## config.mk

```make
export PLATFORM = sky130hd
export DESIGN_NAME = tile_scheduler
export DESIGN_NICKNAME = d
export VERILOG_FILES = /design/src/rtl/tile_sched_pkg.sv /design/src/rtl/tile_addr_gen.sv /design/src/rtl/tile_scheduler.sv
export SDC_FILE = /design/constraint.sdc
export NUM_CORES = 1
export LEC_CHECK = 0
export ABC_AREA = 1
export CORE_MARGIN = 2
export CORE_UTILIZATION = 40
export DETAILED_ROUTE_END_ITERATION = 8
export PLACE_DENSITY = 0.77
export REMOVE_ABC_BUFFERS = 1
export SETUP_SLACK_MARGIN = 0.15
export SKIP_LAST_GASP = 1
export SLEW_MARGIN = 20
export SYNTH_ARGS = -nofsm -noshare
export SYNTH_HDL_FRONTEND = slang
export SYNTH_SLANG_ARGS = --single-unit
```

## constraint.sdc

```tcl
create_clock -name clk -period 5.99 [get_ports clk]
set_input_delay 1.198 -clock clk [delete_from_list [all_inputs] [get_ports clk]]
set_output_delay 1.198 -clock clk [all_outputs]
set_load 0.01 [all_outputs]
```

## src/rtl/tile_sched_pkg.sv

```systemverilog
// Shared constants and state encoding for the tile scheduler.
// Defaults describe the 16x16 systolic array running a 34x34x16 IFM through 32 3x3 filters.
package tile_sched_pkg;

    localparam int DEF_SYSTOLIC_SIZE = 16;
    localparam int DEF_IFM_SIZE      = 34;
    localparam int DEF_IFM_CHANNEL   = 16;
    localparam int DEF_KERNEL_SIZE   = 3;
    localparam int DEF_NO_FILTER     = 32;

    function automatic int calc_ofm_size(input int ifm_size, input int kernel_size);
        return ifm_size - kernel_size + 1;
    endfunction

    localparam int OFM_SIZE           = calc_ofm_size(DEF_IFM_SIZE, DEF_KERNEL_SIZE);
    localparam int NO_TILING_PER_LINE = DEF_IFM_SIZE / DEF_SYSTOLIC_SIZE;
    localparam int NO_TILING          = OFM_SIZE * NO_TILING_PER_LINE;
    localparam int NO_GROUP           = DEF_NO_FILTER / DEF_SYSTOLIC_SIZE;

    typedef logic [2:0] state_t;

    localparam state_t S_IDLE     = 3'd0;
    localparam state_t S_WGT_REQ  = 3'd1;
    localparam state_t S_WGT_WAIT = 3'd2;
    localparam state_t S_IFM_REQ  = 3'd3;
    localparam state_t S_IFM_WAIT = 3'd4;
    localparam state_t S_CMP_WAIT = 3'd5;
    localparam state_t S_DRAIN    = 3'd6;

endpackage

```

## src/rtl/tile_addr_gen.sv

```systemverilog
// Filter-group / tile counters and the base addresses derived from them.
// Counters only move on strobes from the scheduler FSM; addresses are pure functions of the counters.
module tile_addr_gen
    import tile_sched_pkg::*;
#(
    parameter int SYSTOLIC_SIZE = DEF_SYSTOLIC_SIZE,
    parameter int IFM_SIZE      = DEF_IFM_SIZE,
    parameter int IFM_CHANNEL   = DEF_IFM_CHANNEL,
    parameter int KERNEL_SIZE   = DEF_KERNEL_SIZE,
    parameter int CF_W          = 2,
    parameter int CT_W          = 7,
    parameter int WGT_W         = 13,
    parameter int IFM_W         = 11,
    parameter int OFM_W         = 15
)(
    input  logic             clk,
    input  logic             rst,
    input  logic             i_clr,
    input  logic             i_inc_t,
    input  logic             i_next_g,
    output logic [CF_W-1:0]  o_g,
    output logic [CT_W-1:0]  o_t,
    output logic [WGT_W-1:0] o_wgt_addr,
    output logic [IFM_W-1:0] o_ifm_addr,
    output logic [OFM_W-1:0] o_ofm_addr
);

    localparam int OFM_SZ       = calc_ofm_size(IFM_SIZE, KERNEL_SIZE);
    localparam int NTPL         = IFM_SIZE / SYSTOLIC_SIZE;
    localparam int WGT_STRIDE   = SYSTOLIC_SIZE * IFM_CHANNEL * KERNEL_SIZE * KERNEL_SIZE;
    localparam int OFM_G_STRIDE = SYSTOLIC_SIZE * OFM_SZ * OFM_SZ;

    logic [CF_W-1:0] r_g;
    logic [CT_W-1:0] r_t;
    logic [31:0]     w_row;
    logic [31:0]     w_col;

    // Moving to the next filter group always restarts the tile walk.
    always_ff @(posedge clk or posedge rst) begin
        if (rst) begin
            r_g <= '0;
            r_t <= '0;
        end else if (i_clr) begin
            r_g <= '0;
            r_t <= '0;
        end else if (i_next_g) begin
            r_g <= r_g + CF_W'(1);
            r_t <= '0;
        end else if (i_inc_t) begin
            r_t <= r_t + CT_W'(1);
        end
    end

    assign w_row = 32'(r_t) / 32'(NTPL);
    assign w_col = 32'(r_t) % 32'(NTPL);

    assign o_g        = r_g;
    assign o_t        = r_t;
    assign o_wgt_addr = WGT_W'(32'(r_g) * 32'(WGT_STRIDE));
    assign o_ifm_addr = IFM_W'(w_row * 32'(IFM_SIZE) + w_col * 32'(SYSTOLIC_SIZE));
    assign o_ofm_addr = OFM_W'(32'(r_g) * 32'(OFM_G_STRIDE) + w_row * 32'(OFM_SZ)
                               + w_col * 32'(SYSTOLIC_SIZE));

endmodule

```

## src/rtl/tile_scheduler.sv

```systemverilog
// Sequencer for the systolic convolution datapath: walks filter groups x output tiles and
// issues load/compute/store requests, overlapping the OFM store of one tile with the next IFM load.
module tile_scheduler
    import tile_sched_pkg::*;
#(
    parameter int SYSTOLIC_SIZE = DEF_SYSTOLIC_SIZE,
    parameter int IFM_SIZE      = DEF_IFM_SIZE,
    parameter int IFM_CHANNEL   = DEF_IFM_CHANNEL,
    parameter int KERNEL_SIZE   = DEF_KERNEL_SIZE,
    parameter int NO_FILTER     = DEF_NO_FILTER
)(
    input  logic clk,
    input  logic rst,
    input  logic start,
    output logic wgt_load_start,
    output logic ifm_load_start,
    output logic compute_start,
    output logic ofm_store_start,
    input  logic wgt_load_done,
    input  logic ifm_load_done,
    input  logic compute_done,
    input  logic ofm_store_done,
    output logic [$clog2(NO_FILTER*IFM_CHANNEL*KERNEL_SIZE*KERNEL_SIZE)-1:0] wgt_base_addr,
    output logic [$clog2(IFM_SIZE*IFM_SIZE)-1:0] ifm_base_addr,
    output logic [$clog2((IFM_SIZE-KERNEL_SIZE+1)*(IFM_SIZE-KERNEL_SIZE+1)*NO_FILTER)-1:0] ofm_base_addr,
    output logic [$clog2(NO_FILTER/SYSTOLIC_SIZE):0] count_filter,
    output logic [$clog2((IFM_SIZE-KERNEL_SIZE+1)*(IFM_SIZE/SYSTOLIC_SIZE)):0] count_tiling,
    output logic busy,
    output logic done
);

    localparam int OFM_SZ = calc_ofm_size(IFM_SIZE, KERNEL_SIZE);
    localparam int NTILE  = OFM_SZ * (IFM_SIZE / SYSTOLIC_SIZE);
    localparam int NGRP   = NO_FILTER / SYSTOLIC_SIZE;
    localparam int WGT_W  = $clog2(NO_FILTER * IFM_CHANNEL * KERNEL_SIZE * KERNEL_SIZE);
    localparam int IFM_W  = $clog2(IFM_SIZE * IFM_SIZE);
    localparam int OFM_W  = $clog2(OFM_SZ * OFM_SZ * NO_FILTER);
    localparam int CF_W   = $clog2(NGRP) + 1;
    localparam int CT_W   = $clog2(NTILE) + 1;

    state_t           r_state;
    logic             r_wgt_start;
    logic             r_ifm_start;
    logic             r_cmp_start;
    logic             r_st_start;
    logic             r_busy;
    logic             r_done;
    logic             r_ifm_out;
    logic             r_ifm_rdy;
    logic             r_st_pend;
    logic [OFM_W-1:0] r_ofm_addr;

    logic             w_accept;
    logic             w_clr;
    logic             w_inc_t;
    logic             w_next_g;
    logic             w_ifm_done_ok;
    logic             w_ifm_rdy;
    logic             w_st_busy;
    logic             w_cmp_go;
    logic             w_st_issue;
    logic             w_ifm_issue;
    logic             w_last_tile;
    logic             w_last_grp;
    logic [CF_W-1:0]  w_g;
    logic [CT_W-1:0]  w_t;
    logic [WGT_W-1:0] w_wgt_addr;
    logic [IFM_W-1:0] w_ifm_addr;
    logic [OFM_W-1:0] w_ofm_addr;

    tile_addr_gen #(
        .SYSTOLIC_SIZE (SYSTOLIC_SIZE),
        .IFM_SIZE      (IFM_SIZE),
        .IFM_CHANNEL   (IFM_CHANNEL),
        .KERNEL_SIZE   (KERNEL_SIZE),
        .CF_W          (CF_W),
        .CT_W          (CT_W),
        .WGT_W         (WGT_W),
        .IFM_W         (IFM_W),
        .OFM_W         (OFM_W)
    ) u_addr (
        .clk        (clk),
        .rst        (rst),
        .i_clr      (w_clr),
        .i_inc_t    (w_inc_t),
        .i_next_g   (w_next_g),
        .o_g        (w_g),
        .o_t        (w_t),
        .o_wgt_addr (w_wgt_addr),
        .o_ifm_addr (w_ifm_addr),
        .o_ofm_addr (w_ofm_addr)
    );

    // Look-ahead views of the flags so a completion pulse is acted on at the edge it arrives.
    assign w_ifm_done_ok = ifm_load_done & r_ifm_out;
    assign w_ifm_rdy     = r_ifm_rdy | w_ifm_done_ok;
    assign w_st_busy     = r_st_pend & ~ofm_store_done;
    assign w_last_tile   = (32'(w_t) == 32'(NTILE - 1));
    assign w_last_grp    = (32'(w_g) == 32'(NGRP - 1));
    assign w_accept      = (r_state == S_IDLE) & start;
    assign w_cmp_go      = (r_state == S_IFM_WAIT) & w_ifm_rdy & ~w_st_busy;
    assign w_st_issue    = (r_state == S_CMP_WAIT) & compute_done;
    assign w_ifm_issue   = ((r_state == S_WGT_WAIT) & wgt_load_done) | w_inc_t;

    always_comb begin
        w_clr    = 1'b0;
        w_inc_t  = 1'b0;
        w_next_g = 1'b0;
        case (r_state)
            S_IDLE:     w_clr    = start;
            S_CMP_WAIT: w_inc_t  = compute_done & ~w_last_tile;
            S_DRAIN:    w_next_g = ~w_st_busy & ~w_last_grp;
            default:    ;
        endcase
    end

    always_ff @(posedge clk or posedge rst) begin
        if (rst) begin
            r_state     <= S_IDLE;
            r_wgt_start <= 1'b0;
            r_ifm_start <= 1'b0;
            r_cmp_start <= 1'b0;
            r_st_start  <= 1'b0;
            r_busy      <= 1'b0;
            r_done      <= 1'b0;
            r_ofm_addr  <= '0;
        end else begin
            r_wgt_start <= 1'b0;
            r_ifm_start <= 1'b0;
            r_cmp_start <= 1'b0;
            r_st_start  <= 1'b0;
            case (r_state)
                S_IDLE: begin
                    if (start) begin
                        r_busy      <= 1'b1;
                        r_done      <= 1'b0;
                        r_wgt_start <= 1'b1;
                        r_state     <= S_WGT_REQ;
                    end
                end
                S_WGT_REQ: r_state <= S_WGT_WAIT;
                S_WGT_WAIT: begin
                    if (wgt_load_done) begin
                        r_ifm_start <= 1'b1;
                        r_state     <= S_IFM_REQ;
                    end
                end
                S_IFM_REQ: r_state <= S_IFM_WAIT;
                S_IFM_WAIT: begin
                    if (w_cmp_go) begin
                        r_cmp_start <= 1'b1;
                        r_state     <= S_CMP_WAIT;
                    end
                end
                // The next tile's IFM load goes out alongside this tile's store.
                S_CMP_WAIT: begin
                    if (compute_done) begin
                        r_st_start <= 1'b1;
                        r_ofm_addr <= w_ofm_addr;
                        if (!w_last_tile) begin
                            r_ifm_start <= 1'b1;
                            r_state     <= S_IFM_WAIT;
                        end else begin
                            r_state <= S_DRAIN;
                        end
                    end
                end
                S_DRAIN: begin
                    if (!w_st_busy) begin
                        if (!w_last_grp) begin
                            r_wgt_start <= 1'b1;
                            r_state     <= S_WGT_REQ;
                        end else begin
                            r_done  <= 1'b1;
                            r_busy  <= 1'b0;
                            r_state <= S_IDLE;
                        end
                    end
                end
                default: r_state <= S_IDLE;
            endcase
        end
    end

    // Outstanding-request bookkeeping; a set in the same cycle as a clear wins.
    always_ff @(posedge clk or posedge rst) begin
        if (rst) begin
            r_ifm_out <= 1'b0;
            r_ifm_rdy <= 1'b0;
            r_st_pend <= 1'b0;
        end else if (w_accept) begin
            r_ifm_out <= 1'b0;
            r_ifm_rdy <= 1'b0;
            r_st_pend <= 1'b0;
        end else begin
            if (w_ifm_done_ok) begin
                r_ifm_out <= 1'b0;
                r_ifm_rdy <= 1'b1;
            end
            if (w_cmp_go) begin
                r_ifm_rdy <= 1'b0;
            end
            if (w_ifm_issue) begin
                r_ifm_out <= 1'b1;
                r_ifm_rdy <= 1'b0;
            end
            if (ofm_store_done) begin
                r_st_pend <= 1'b0;
            end
            if (w_st_issue) begin
                r_st_pend <= 1'b1;
            end
        end
    end

    assign wgt_load_start  = r_wgt_start;
    assign ifm_load_start  = r_ifm_start;
    assign compute_start   = r_cmp_start;
    assign ofm_store_start = r_st_start;
    assign wgt_base_addr   = w_wgt_addr;
    assign ifm_base_addr   = w_ifm_addr;
    assign ofm_base_addr   = r_ofm_addr;
    assign count_filter    = w_g;
    assign count_tiling    = w_t;
    assign busy            = r_busy;
    assign done            = r_done;

endmodule

```

[After elaboration in Yosys (flattened, before gate mapping)]
Index checks and enable logic that the tools add are counted.
Word-level totals
  register bits after elaboration: 36
  output and inout bits: 54
  bits of input ports: 7
Cells by class
  reduce and logical (&&, ||, !) cells: 10
  bitwise operators: 15
  multipliers: 2
  equality and inequality tests: 14
  add/sub/neg operators: 5
  muxes and demuxes: 46
Operators with widths (number)
  2-to-1 mux 1 bit: 30
  2-to-1 mux 7 bit: 3
  case mux 3 bit (7 select lines): 1
  adder 15 x 11 -> 15 bit: 1
  adder 15 x 5 -> 15 bit: 1
  2-to-1 mux 3 bit: 5
  != test 2 bit (second input constant): 6
  adder 11 x 5 -> 11 bit: 1
  multiplier 6 x 5 -> 10 bit (second input constant): 1
  AND 1 bit: 9
  == test 3 bit (second input constant): 3
  nonzero test 3 bit: 3
  case mux 1 bit (2 select lines): 4
  adder 7 x 1 -> 7 bit (second input constant): 1
  == test 7 x 6 -> 1 bit (second input constant): 1
  == test 3 x 2 -> 1 bit (second input constant): 2
  2-to-1 mux 2 bit: 3
  multiplier 2 x 4 -> 5 bit (second input constant): 1
  AND reduction 5 bit: 1
  NOT 1 bit: 4
  AND reduction 4 bit: 1
  nonzero test 2 bit: 2
  nonzero test 4 bit: 1
  == test 3 x 1 -> 1 bit (second input constant): 1
  5 further kinds: 6

[Depth between registers and ports, before layout]
  depth in word-level cells: 7
  depth in mapped cells: 9

[Cells and area by module]
A second synthesis with hierarchy kept.
Unflattened totals
  cell total of the unflattened synthesis: 287
  area total of the unflattened synthesis: 2225.9 µm²
Modules (own cells, without submodules)
  tile_scheduler: area an instance 1263.7 µm², sequential area each 675.6 µm², cells an instance 158, times used 1
  tile_addr_gen: area an instance 962.2 µm², sequential area each 225.2 µm², cells an instance 129, times used 1

[Least setup slack after synthesis]
No wires, ideal clock.
  path type: flip-flop to output port
  start point: register u_addr.r_t[2], in the netlist u_addr.o_t[2]
  end point: output ifm_base_addr[9]
  arrival: 2.018 ns
  path buffers: 0
  cell stages (with the launch flop): 7
  path slack: 2.774 ns
  path through: dfrtp_1 ha_1 ha_1 fa_1 inv_1 nor3_1 xor2_1
On the way
  word-level cells in the longest chain between the ends: 2
RTL lines
  from (decl): line tile_addr_gen.sv:34  | logic [CT_W-1:0] r_t;
  from (signal assigned): line tile_addr_gen.sv:50  | r_t <= r_t + CT_W'(1);
  multiplier 6 x 5 -> 10 bit: line tile_addr_gen.sv:60  | assign o_ifm_addr = IFM_W'(w_row * 32'(IFM_SIZE) + w_col * 32'(SYSTOLIC_SIZE));
  adder 11 x 5 -> 11 bit: line tile_addr_gen.sv:60
  to (decl): line tile_scheduler.sv:24  | output logic [$clog2(IFM_SIZE*IFM_SIZE)-1:0] ifm_base_addr,
No other way between the ends.

[Worst setup path after layout]
Same ends and word-level chain as after synthesis.

==> metrics.cfg <==
[status]
status = finished clean

[floorplanning]
die_w_um = 72.3
core_um2 = 4410
dieArea_um2 = 5230
start_util_pct = 42.3
std_cell_rows = 24
fp.dieH_um = 72.3
ios = 61

[global_routing]
grt_pass1_vias = 1407
antenna_found_initial = 0
track_usage_pct = 15.6
grt_max_degree = 30
grt_overflow = 0
grt_pass1_wl_mm = 6.33

[placed_design]
gp_routability_congestion = 0.808
placedCellCount = 321
io_buffers = 43
hpwlAfterDp_mm = 2.82

[timing]
slew_headroom_pct = 59.9
skew_ns = 0.0117
tns_ns = 0
setup_violations = 0
period_share_pct = 67.3
slew_viol_final = 0
fmax_mhz = 248
period_minus_slack_ns = 4.03
hold_viol = 0
tightestPinTransition_ns = 0.601
rsz0062_at_grt = no

[clock_network]
cts_tree = yes
cts.clk_slew.worst_paths_ns = 0.06
cts_root_buffer = clkbuf_8
h-tree-depth = 2
cts.hold.buffers_added = 0
ctsLongestPathBuffers = 2
cts_sinks = 29
insertion_delay_ns = 0.28
cts.repair.resized = 0
cts_buffers = 5
cts_setup_buffers = 0

[yosys]
ys_ff_latch = 29
synth-main-ff-cell = dfrtp_1
avgSynthCellArea_um2 = 7.92
synth_top_area_share_pct = 38.8
syn_area_um2 = 1870
yosysSeqAreaShare_pct = 38.8
async_flop_share_pct = 100
synthTopCellsByArea = dfrtp_1, nand2_1, buf_4, inv_1, nand3_1
ys_types = 28
synth-edff-count = 0
synth_warnings = 0
yosys.area.top_type = dfrtp_1
syn_inst = 236

[routing]
drc = 0
first_pass_iters = 4
wl_per_cell_um = 11.5
drtIter0Drc = 64
wirelength_mm = 3.78
postRouteAntennaNets = 0
routed-via-count = 1536
via_per_inst = 4.67

[worst_setup_path]
start_kind = flip-flop
crit_required_ns = 4.79
crit_type = flip-flop to primary output
arrival_ns = 2.84
path_max_fanout = 9
endpoint_kind = primary output

[run]
drv_cap = 0

[pwr]
ir_worst_vdd_v = 0.000214
p_per_area_nw_per_um2 = 365
p_leak_nw = 1.21

[layout]
fin_cells = 329
nNetsFinal = 292
fillers = 430
antenna_cells = 0
drive_above_1_share_pct = 9.03
area_delta_synth_final_pct = 23.5

[min_path]
hold_class = flip-flop to flip-flop

registers in the layout, summed over array words and instances (netlist names):
signal           cells
u_addr.o_t           7
done                 1
ifm_load_start       1
r_st_pend            1
compute_start        1
ofm_store_start      1
busy                 1
ofm_base_addr        8
u_addr.o_g           2
r_ifm_out            1
r_ifm_rdy            1
r_state              3
wgt_load_start       1
cell usage in the layout, fill, tap and decap left out, types with 4 or more instances in the layout:
| master | count |
|---|---|
| nor2_1 | 17 |
| nor2_2 | 4 |
| nand2_1 | 59 |
| inv_1 | 30 |
| clkdlybuf4s50_1 | 43 |
| conb_1 | 17 |
| o21ai_0 | 5 |
| o21ai_2 | 8 |
| xor2_1 | 6 |
| dfrtp_1 | 29 |
| nand3_1 | 22 |
| nand4_1 | 4 |
| ha_1 | 8 |
| clkbuf_8 | 5 |
synth_stat cells (2+ instances only):
cell,n
nand2_1,59
inv_1,31
dfrtp_1,29
buf_4,24
nand3_1,22
nor2_1,17
ha_1,8
o21ai_2,8
xor2_1,6
o21ai_0,5
nand4_1,4
nor2_2,4
o21ai_1,3
inv_2,2
through the flow:
step / util (%) / hold slack, ns / total power [W] / area (µm²) / worst slack (ns)
after global placement: 50.5 / 0.465 / 0.000689 / 2230 / 2.32
after CTS: 52.3 / 0.485 / 0.000852 / 2310 / 1.94
after floorplan: - / 0.508 / 0.000524 / 1730 / 2.73
after detailed placement: 50.5 / 0.470 / 0.000694 / 2230 / 2.24
after global routing: 52.3 / 0.499 / 0.000914 / 2310 / 1.81
final: 52.3 / 0.476 / 0.000842 / 2310 / 1.96
final cells by class:
type                    count  area, µm²  area share [%]
clock buffers               8       80.1            3.47
inverters                  34        130            5.64
repair buffers             43        430            18.7
multi-input cells         163        876            38.0
flip-flops and latches     29        726            31.5
well taps                  52       65.1            2.82
critical path, stage by stage, from the launching register on:
cell and delay [ns]:
dfrtp_1 0.48, ha_1 0.34, ha_1 0.23, fa_1 0.50, inv_1 0.07, nor3_1 0.23, xor2_1 0.17, clkdlybuf4s50_1 0.55
cells by family (layout without fill, tap and decap cells):
| kind of cell | Yosys count | after routing | share of synthesized area [%] |
|---|---|---|---|
| AND/OR/NAND/NOR | 112 | 112 | 27.3 |
| adder cells (fa/ha/maj) | 9 | 9 | 6.43 |
| other | 1 | 17 | 0.201 |
| AO/OA/AOI/OAI | 18 | 18 | 6.50 |
| flip-flops | 29 | 29 | 38.8 |
| buffers and inverters | 60 | 85 | 17.5 |
| XOR/XNOR | 7 | 7 | 3.28 |
path summary, 6_finish.rpt:
kind | from | end | slack (ns) | cells after the start
max | u_addr.o_t[2] | ifm_base_addr[9] | 1.96 | 7
min | ofm_base_addr[6] | ofm_base_addr[6] | 0.48 | 2
max reg2reg | u_addr.o_t[1] | r_ifm_out | 4.38 | 8
min reg2reg | ofm_base_addr[6] | ofm_base_addr[6] | 0.48 | 2
max in group asynchronous | rst | u_addr.o_t[3] | 4.28 | 2
min in group asynchronous | rst | u_addr.o_t[5] | 1.31 | 2
power by group:
group          total [W]  switching [W]  internal [W]
logic           0.000384       0.000206      0.000178
clock network   0.000153      0.0000705     0.0000823
registers       0.000305      0.0000480      0.000257
per-layer routing:
layer  global-route usage (%)  share of wire [%]  vias to the layer above
li1                         -                  -                      785
met1                     20.4                 47                      694
met2                     23.8                 44                       48
met3                     4.58                6.0                        9
met4                     7.55                2.6                        0
met5                        0                  0                        -
No activity file was read; power rests on OpenSTA's default activity.
